$ cat src/rtl/fetch_queue.sv
// Instruction fetch queue: credit-based prefetch into a DEPTH-entry FIFO of
// {instr, pc}, one-cycle memory latency, flush redirect and synchronous reset.
module fetch_queue #(
  parameter int unsigned       INSTR_W  = 20,
  parameter int unsigned       ADDR_W   = 16,
  parameter int unsigned       DEPTH    = 4,
  parameter logic [ADDR_W-1:0] RESET_PC = '0
) (
  input  logic                       clk,
  input  logic                       reset,
  output logic                       imem_req,
  output logic [ADDR_W-1:0]          imem_addr,
  input  logic [INSTR_W-1:0]         imem_data,
  input  logic                       flush,
  input  logic [ADDR_W-1:0]          flush_addr,
  output logic                       ir_valid,
  output logic [INSTR_W-1:0]         ir_instr,
  output logic [ADDR_W-1:0]          ir_pc,
  input  logic                       ir_ready,
  output logic [$clog2(DEPTH):0]     level
);

  localparam int unsigned PTR_W = $clog2(DEPTH);
  localparam int unsigned CNT_W = PTR_W + 1;

  typedef struct packed {
    logic [INSTR_W-1:0] instr;
    logic [ADDR_W-1:0]  pc;
  } entry_t;

  entry_t             mem_q [DEPTH];
  logic [ADDR_W-1:0]  fpc_q, fpc_d;
  logic [ADDR_W-1:0]  tag_q, tag_d;
  logic               pend_q, pend_d;
  logic [PTR_W-1:0]   wr_ptr_q, wr_ptr_d;
  logic [PTR_W-1:0]   rd_ptr_q, rd_ptr_d;
  logic [CNT_W-1:0]   count_q, count_d;
  logic               issue, push, pop, has_head;
  entry_t             head;

  // Credit counts the in-flight word so every returning word has a slot.
  always_comb begin
    has_head = !reset && (count_q != '0);
    head     = mem_q[rd_ptr_q];
    issue    = !reset && !flush &&
               (({1'b0, count_q} + (CNT_W+1)'(pend_q)) < (CNT_W+1)'(DEPTH));
    push     = pend_q && !flush;
    pop      = has_head && ir_ready && !flush;

    fpc_d    = fpc_q;
    tag_d    = tag_q;
    pend_d   = 1'b0;
    wr_ptr_d = wr_ptr_q;
    rd_ptr_d = rd_ptr_q;
    count_d  = count_q;

    if (flush) begin
      fpc_d    = flush_addr;
      wr_ptr_d = '0;
      rd_ptr_d = '0;
      count_d  = '0;
    end else begin
      if (issue) begin
        fpc_d = fpc_q + ADDR_W'(1);
        tag_d = fpc_q;
      end
      pend_d = issue;
      if (push) wr_ptr_d = wr_ptr_q + PTR_W'(1);
      if (pop)  rd_ptr_d = rd_ptr_q + PTR_W'(1);
      count_d = count_q + CNT_W'(push) - CNT_W'(pop);
    end
  end

  always_ff @(posedge clk) begin
    if (reset) begin
      fpc_q    <= RESET_PC;
      tag_q    <= '0;
      pend_q   <= 1'b0;
      wr_ptr_q <= '0;
      rd_ptr_q <= '0;
      count_q  <= '0;
    end else begin
      fpc_q    <= fpc_d;
      tag_q    <= tag_d;
      pend_q   <= pend_d;
      wr_ptr_q <= wr_ptr_d;
      rd_ptr_q <= rd_ptr_d;
      count_q  <= count_d;
    end
  end

  // Storage needs no reset; reads are qualified by the entry count.
  always_ff @(posedge clk) begin
    if (!reset && push) begin
      mem_q[wr_ptr_q] <= '{instr: imem_data, pc: tag_q};
    end
  end

  assign imem_req  = issue;
  assign imem_addr = fpc_q;
  assign ir_valid  = has_head;
  assign ir_instr  = has_head ? head.instr : '0;
  assign ir_pc     = has_head ? head.pc    : '0;
  assign level     = reset ? '0 : count_q;

endmodule

$ cat config.mk
export PLATFORM = sky130hd
export DESIGN_NAME = fetch_queue
export DESIGN_NICKNAME = d
export VERILOG_FILES = /design/src/rtl/fetch_queue.sv
export SDC_FILE = /design/constraint.sdc
export NUM_CORES = 1
export LEC_CHECK = 0
export ABC_CLOCK_PERIOD_IN_PS = 3380
export BUFFER_PORTS_ARGS = -buffer_cell sky130_fd_sc_hd__buf_4
export CORE_ASPECT_RATIO = 1.4
export CORE_MARGIN = 8
export CORE_UTILIZATION = 55
export CTS_BUF_LIST = sky130_fd_sc_hd__clkbuf_8
export DETAILED_ROUTE_END_ITERATION = 16
export HOLD_SLACK_MARGIN = 0.05
export PLACE_DENSITY = 0.82
export RECOVER_POWER = 100
export SLEW_MARGIN = 10
export SYNTH_ARGS = -nofsm -noshare
export SYNTH_HDL_FRONTEND = slang
export SYNTH_SLANG_ARGS = --single-unit
$ cat constraint.sdc
create_clock -name clk -period 3.38 [get_ports clk]
set_clock_uncertainty 0.2 [all_clocks]
set_input_delay 0.169 -clock clk [delete_from_list [all_inputs] [get_ports clk]]
set_output_delay 0.169 -clock clk [all_outputs]
set_load 0.01 [all_outputs]
==> results, run 1 <==
- Based on the critical path, the design can be clocked at up to 329.2 MHz.
- The total overflow reported by the global router is 0.
- The post-detailed-route count of antenna-violating nets is 0.
- The floorplan die area is 0.01807 mm2.
- The number of hold violations in the final report came to 0.
- After synthesis, the share of flip-flops with an asynchronous set or reset is 0%.
- For the pin with the worst max-slew slack, the measured transition is 1.184 ns.
- The largest stage delay on the critical path is 0.61 ns.
- The fraction of final layout cells sized beyond drive strength 1 is 17.52%.
- Ranked by total cell area, the synthesized netlist is headed by edfxtp_1 (56%), dfxtp_1 (11%), mux4_2 (11%), nor2b_1 (3.2%), nand3_1 (1.7%).
- The unique cell type count in the Yosys netlist is 56.
- The standard cell core area is 0.01378 mm2.
- Along the worst path, the maximum fanout reaches 8.
- The setup fix buffers added after clock tree synthesis is 0.
- The sum of routed wire length over all layers is 16030 um.
- The synthesized netlist cell count is 489.
- In this run the tightest slew margin relative to its limit is 21.04%.
- The detailed-route wire length per cell is 19.31 um.
- The placement row count is 51.
- The top cell type by area accounts for 56.24% of the synthesized area.
- After detailed placement, the total cell area comes to 0.008583 mm2.
- The largest net degree at the start of global routing is 40.
- The number of clock buffers added by TritonCTS is 17.
- The worst-case IR drop observed on VDD is 0.2565 mV.
- The initial cell density of the core is 55.78%.
- The maximum clock path buffer count is 2.
- The period utilization is 89.86%.
- The number of buffer and inverter instances along the worst setup path is 1.
- The top layer used by detailed routing is met4.
- Counting every net in the synthesized netlist gives 538.
- The time the final worst path needs with I/O delays and setup is 3.037 ns.
- The final-layout setup total negative slack is 0 ns.
- At the end of routability-driven placement, the weighted congestion stood at 0.8524.
- Timing analysis after detailed placement gives a worst setup slack of 0.7496 ns.
- The area growth from synthesis to layout is 19.25%.
- The wire-length estimate of the detail-placed layout is 10480 um.
- The master of the slowest instance on the critical path is dfxtp_1.
- Across the run, the number of max-cap violations was 0.
- At the worst endpoint, the arrival time is 3.23 ns.
- TritonCTS built the clock tree.
- The post-synthesis cell area is 0.007689 mm2.
- The total routing usage reported by global routing is 18.68%.
- The number of global-route vias before repair is 5130.
- With fillers left out, the area of the finished cells amounts to 0.009169 mm2.
- After the first detailed-routing iteration, the DRC count stood at 242.
- The most common cell in the synthesized netlist is edfxtp_1.
- The commonest cells after synthesis are edfxtp_1 (144), dfxtp_1 (42), nor2b_1 (39).
- The biggest area contributor in the post-synthesis netlist is edfxtp_1.
- The later pin in the worst-skew pair is clocked with a latency of 0.45 ns.
- Counting flops with a built-in enable in the synthesized netlist gives 144.
- In this run the worst hold path is classified as in -> reg.
- In the final routing, the length of wire on met1 measures 6444 um.
- The first global-routing pass estimated 26030 um of wire.
- The H-tree generated during clock tree synthesis spans 4 levels.
- The root buffer cell is clkbuf_8.
- STA classifies the critical path endpoint as a flip-flop.
- The startpoint kind of the worst setup timing path is a flip-flop.
- The critical path goes through ha_1 -> and4bb_1 -> a2111oi_2 -> a22oi_1 -> a31oi_1 -> dlygate4sd3_1.
- Setup repair after global routing left no endpoint under its margin.
- The detailed-route via count is 4768.
- The final count of pins violating max slew came to 0.
- The average footprint of a synthesized cell is 15.72 um2.
- Measured on the finished design, the core utilization comes to 66.52%.
- The die is 155.9 um tall.
- After the last flow step, the layout net total stands at 681.
- The count of input and output buffers is 96.
- On the critical path the largest part of the delay comes from compound AO/OA/AOI/OAI gates.
- The number of top-level pins is 97.
- The flow ran to the end, and the final reports show no timing, DRC or antenna violations.
- The number of clock sinks is 186.
- The share of synthesized area occupied by flip-flops and latches is 67.18%.
- The number of design rule violations left after detail routing is 0.
- The initial antenna violation count is 0.
- The number of warnings printed during yosys synthesis is 0.
- Setup violations remaining at the end of the flow were counted as 0.
- The detailed-route vias per instance is 5.745.
- The most used flip-flop cell after synthesis is edfxtp_1.
- Before antenna repair, the detailed router went through 4 iterations.
- 0 antenna diodes ended up in the layout.
- Counting flops and latches in the post-synthesis netlist gives 186.
- For the worst setup path, the data required time is 3.57 ns.
- The clock-pin slew on the worst setup and hold paths is 0.11 ns.
- In the detailed route, the total length drawn on met3 is 891 um.
- Setup slack on the critical path of the routed design comes to 0.3427 ns.
- The total power density per cell area is 452.3 mW/mm2.
- The die is 115.9 um wide.
- The total met2 wirelength after detailed routing is 8478 um.
- The cell leakage power is 3.022 nW.
- The kind of critical path is reg -> reg.
==> timing repair <==
action	in CTS	in global routing
endpoints found under the setup margin	0	3
hold endpoints to repair	117	0
resized for setup	0	1
hold buffers	52	0
==> layer usage <==
layer | vias up | global-route usage (%)
met5 | - | 0
met2 | 159 | 32.50
met1 | 2384 | 21.89
met3 | 18 | 4.688
met4 | 0 | 6.076
li1 | 2207 | -
==> kinds of logic after synthesis <==
kind of cell / synth area share [%]
buffers and inverters: 2.392
muxes: 10.68
adders and majority gates: 1.562
AOI/OAI and AO/OA: 7.226
DFF: 67.18
and+or+nand+nor: 9.976
xor gates and xnor gates: 0.9929
==> sequential cells by signal (all words and copies together) (netlist names), named ones only <==
name and cells:
tag_q 16, wr_ptr_q 2, mem_q 144, rd_ptr_q 2, pend_q 1, count_q 3, imem_addr 16
==> power by group <==
| part | leakage [nW] | switching (mW) | internal, mW |
|---|---|---|---|
| Combinational | 1.08 | 0.104 | 0.109 |
| Sequential | 1.74 | 0.0377 | 2.48 |
| Clock | 0.200 | 0.806 | 0.612 |
| Total | 3.02 | 0.948 | 3.20 |
==> path summary, 6_finish.rpt <==
| path | slack [ns] | depth (start not counted) | endpoint | from |
|---|---|---|---|---|
| worst max-delay path | 0.34 | 6 | imem_addr[2] | count_q[2] |
| worst min register to register | 0.30 | 0 | mem_q[3][3] | tag_q[3] |
| worst min-delay path | 0.28 | 4 | imem_addr[9] | flush_addr[9] |
| worst max register to register | 0.34 | 6 | imem_addr[2] | count_q[2] |
==> cell type report <==
type                       count  area [um2]
timing repair buffer         157        1018
inverter                       9       33.78
multi-input combinational    261        2327
fill                        1022        4614
clock buffer                  17       234.0
clock inverter                15       156.4
tap                          185       231.5
sequential                   186        5167
==> metrics by stage <==
step	hold slack (ns)	power, mW	std cells
3_5_place_dp	0.1751	2.755	746
4_1_cts	0.2400	4.195	830
6_report	0.2770	4.147	830
5_1_grt	0.2753	4.286	830
3_3_place_gp	0.1684	2.748	746
2_1_floorplan	0.06787	2.651	489
==> worst min-delay path, stage by stage <==
cell,delay [ns]
dlygate4sd3_1,0.52
buf_4,0.09
nand2_1,0.04
o211ai_1,0.07
==> placed cells by master, fill, tap and decap left out, types with 4 or more instances in the layout <==
master,count
mux4_2,36
clkinv_4,5
nor3_1,4
inv_1,9
a22oi_1,4
nand4_1,5
and3_1,4
nor2b_1,39
o21ai_0,17
or4_1,4
and2_1,7
a31oi_1,8
a221o_1,5
clkbuf_8,17
dlygate4sd3_1,52
nor2_1,12
inv_8,4
clkbuf_1,76
buf_4,26
nand2_1,10
nor4_1,4
a21oi_1,20
nand3_1,27
edfxtp_1,144
o211ai_1,4
ha_1,8
dfxtp_1,40
(Power assumes the default switching activity.)
==> inputs of run 2 (changes only) <==
--- a/config.mk
+++ b/config.mk
@@ -9,11 +9,11 @@
 export BUFFER_PORTS_ARGS = -buffer_cell sky130_fd_sc_hd__buf_4
 export CORE_ASPECT_RATIO = 1.4
 export CORE_MARGIN = 8
-export CORE_UTILIZATION = 55
-export CTS_BUF_LIST = sky130_fd_sc_hd__clkbuf_8
+export CORE_UTILIZATION = 60
+export CTS_BUF_LIST = sky130_fd_sc_hd__clkbuf_4
 export DETAILED_ROUTE_END_ITERATION = 16
 export HOLD_SLACK_MARGIN = 0.05
-export PLACE_DENSITY = 0.82
+export PLACE_DENSITY = 0.88
 export RECOVER_POWER = 100
 export SLEW_MARGIN = 10
 export SYNTH_ARGS = -nofsm -noshare
==> run 2 against run 1 <==
  * Sequential share of layout area up 0.28 points
  * Global-route usage grew 2.1 points
  * Maximum frequency shrank 5.8%
  * Clock-buffer cell count is 1 higher
  * Critical path type unchanged
  * The flow now finishes with violations (capacitance limit, slew limit)
  * Largest cell class unchanged
  * Core utilization is 5.4 points higher
  * Non-clock buffer count rose by 4
  * Clock power shrank 13%
  * Critical endpoint is now imem_addr[8]
  * Highest routed layer unchanged
  * Design area shrank 0.45%
  * Final cell count is 3.3% lower
==> results, run 2 (same netlist as run 1, synthesis figures left out) <==
- The total power density per cell area is 435.4 mW/mm2 (-3.7%).
- The share of power burned in registers is 63.3% (+2.7 points).
- The period utilization is 95.43% (+5.6 points).
- The sum of routed wire length over all layers is 16930 um (+5.6%).
- The peak supply drop is 0.2635 mV (+2.7%).
- The cell area reported after detailed placement came to 0.008513 mm2 (-0.82%).
- The worst setup path is of the reg -> reg kind.
- The die outline width is 111.7 um (-3.7%).
- The largest stage delay on the critical path is 0.59 ns (-0.02 ns).
- STA classifies the critical path endpoint as a flip-flop.
- The cell type with the highest occurrence count on the critical path is dlygate4sd3_1.
- The total routing usage reported by global routing is 20.77% (+2.1 points).
- The final reports fail on capacitance limit, slew limit.
- The number of nets in the layout is 685 (+0.59%).
- The part of the power in the clock network came to 31.1% (-3.1 points).
- The tree is rooted in a clkbuf_4.
- The critical path data required time is 3.70 ns (+0.13 ns).
- The post-detailed-route count of antenna-violating nets was 0 (unchanged).
- The proportion of total power due to net switching is 23.03% (+0.17 points).
- The time the final worst path needs with I/O delays and setup came to 3.226 ns (+0.1882 ns).
- The initial cell density of the core is 60.58% (+4.8 points).
- The count of input and output buffers is 96 (unchanged).
- The final-layout fill cell count is 818 (-20%).
- The number of top-level pins is 97 (unchanged).
- The detailed-route vias per instance came to 6.248 (+8.8%).
- The internal power is 3.059 mW (-4.4%).
- The run finished, with violations left.
- The peak fanout along the critical path was 8 (unchanged).
- The headroom to the max-slew limit is -22.19% (-43 points).
- The largest individual stage delay along the critical path comes from the cell dlygate4sd3_1.
- The slew of the pin with the lowest slew margin is 1.833 ns (+0.6483 ns).
- The final count of pins violating max slew is 37 (+37).
- Setup repair after global routing left no endpoint under its margin.
- The maximum clock path buffer count is 2 (unchanged).
- The count of max-cap constraint violations is 1 (+1).
- The count of placed standard cells including taps was 710 (-4.8%).
- The initial antenna violation count is 1 (+1).
- The weighted congestion reported at the end of routability-driven placement is 0.8551 (+0.32%).
- The multi-input combinational cell area was 0.002340 mm2 (+0.54%).
- The detailed-route via count came to 5017 (+5.2%).
- The number of hold violations in the final report is 0 (unchanged).
- TritonCTS built the clock tree.
- The clock-pin slew on the worst setup and hold paths is 0.15 ns (+0.04 ns).
- The most common cell after layout, fill and taps aside is edfxtp_1.
- The reported net switching power is 0.9152 mW (-3.5%).
- The number of global-route vias before repair was 5265 (+2.6%).
- The largest net degree at the start of global routing is 40 (unchanged).
- The final-layout setup total negative slack is 0 ns (unchanged).
- The startpoint kind of the worst setup timing path is a flip-flop.
- The fraction of final layout cells sized beyond drive strength 1 is 17.87% (+0.35 points).
- The critical path goes through ha_2 -> and4bb_4 -> a211oi_2 -> a31oi_1 -> dlygate4sd3_1 -> a21oi_1 -> dlygate4sd3_1.
- The number of design rule violations left after detail routing is 0 (unchanged).
- Relative to the synthesized area, the layout overhead comes to 18.71%.
- The post-layout utilization of the core came to 71.92% (+5.4 points).
- The placement row count was 49 (-3.9%).
- The number of clock buffers inserted by TritonCTS came to 17 (unchanged).
- The final standard cell count with taps included and fillers excluded came to 803 (-3.3%).
- The combinational share of power is 5.6% (+0.5 points).
- The total overflow reported by the global router came to 0 (unchanged).
- The class of the tightest hold or removal check is in -> reg.
- The placed wire-length estimate after detailed placement is 10090 um (-3.7%).
- mem_q holds more flip-flops than any other register.
- The area of all sequential standard cells is 0.005170 mm2 (about the same).
- The detailed-router iteration count before antenna repair is 5 (+1).
- The height of the die is 149.9 um (-3.8%).
- The clock latency of the later-clocked register in the worst-skew pair is 0.57 ns (+0.12 ns).
- The detailed-route wire length per cell is 21.08 um (+9.1%).
- The worst path arrival time is 3.55 ns (+0.32 ns).
- The post-route cell area is 0.009128 mm2 (-0.45%).
- The total setup violations reported at the end of the flow came to 0 (unchanged).
- The flip-flop count of the largest register after layout is 144 (unchanged).
- The first-pass GRT wire length is 26730 um (+2.7%).
- The violation count after the first detailed-route iteration is 420 (+74%).
- The total number of H-tree levels was 4 (unchanged).
- The cell leakage power is 2.990 nW (-1.1%).
- The number of clock sinks is 186 (unchanged).
- The final worst hold slack came to 0.1622 ns (-0.1148 ns).
- The library cells used most frequently in the layout, excluding fill and tap cells, are edfxtp_1 (144), clkbuf_1 (74), dlygate4sd3_1 (60), nor2b_1 (39), dfxtp_1 (38).
- The standard cell core area was 0.01269 mm2 (-7.9%).
- The floorplan die area is 0.01674 mm2 (-7.4%).
- The peak clock frequency supported by timing was 310.0 MHz (-5.8%).
==> run 2: changes by cell type in the layout (fill, tap and decap cells not counted), moves of 2 or more <==
| cell | previous run | this run |
|---|---|---|
| clkbuf_4 | 1 | 18 |
| clkbuf_8 | 17 | 0 |
| dlygate4sd3_1 | 52 | 60 |
| clkinv_4 | 5 | 1 |
| clkinvlp_4 | 1 | 5 |
| a2111oi_2 | 2 | 0 |
| clkbuf_1 | 76 | 74 |
| dfxtp_1 | 40 | 38 |
| dfxtp_2 | 2 | 4 |
| inv_8 | 4 | 2 |
==> run 2: final timing paths <==
kind,endpoint,slack [ns],depth (start not counted),startpoint
hold reg to reg,mem_q[1][4],0.32,0,tag_q[4]
setup / recovery,imem_addr[8],0.15,7,count_q[2]
setup reg to reg,imem_addr[8],0.15,7,count_q[2]
hold / removal,imem_addr[13],0.16,3,flush_addr[13]
==> run 2: power by group through the flow <==
| stage | Sequential [mW] | Combinational [mW] | Clock, mW |
|---|---|---|---|
| final | 2.52 | 0.222 | 1.23 |
| after global routing | 2.52 | 0.238 | 1.34 |
| after CTS | 2.52 | 0.242 | 1.25 |
| after detailed placement | 2.57 | 0.186 | 0 |
| after global placement | 2.56 | 0.178 | 0 |
| after floorplan | 2.56 | 0.0943 | 0 |
==> run 2: through the flow <==
stage	setup WS (ns)	power (mW)
3_5_place_dp	0.7586	2.752
5_1_grt	0.06223	4.099
4_1_cts	0.03138	4.012
2_1_floorplan	0.9313	2.651
6_report	0.1544	3.974
3_3_place_gp	0.9006	2.741
==> run 2: final cells by class <==
cell class                      instances  share of cell area [%]
Antenna cell                            1                 0.02742
Clock buffer                           18                   1.480
Clock inverter                         14                   1.796
Inverter                                9                  0.3701
Multi-Input combinational cell        261                   25.63
Sequential cell                       186                   56.64
Tap cell                              153                   2.097
Timing Repair Buffer                  161                   11.95
==> run 2: metal layers <==
metal	up-vias	GRT usage (%)	part of all wire [%]
met5	-	0	0
met4	0	10.50	2.5
met3	44	5.533	6.9
met2	243	37.50	53
met1	2507	21.98	37
li1	2223	-	-
==> run 2: worst max-delay path: cells and delay by family (launching register included) <==
kind	cells	cell delay (ns)
compound gates	3	0.73
fa+ha+maj	1	0.30
buf+inv	2	1.16
flops	1	0.51
simple gates	1	0.27
==> run 2: what timing repair did <==
item,in CTS,in global routing
gates resized for setup,0,3
buffers inserted,0,0
setup endpoints to repair,0,3
hold buffers,60,0
endpoints found under the hold margin,121,0
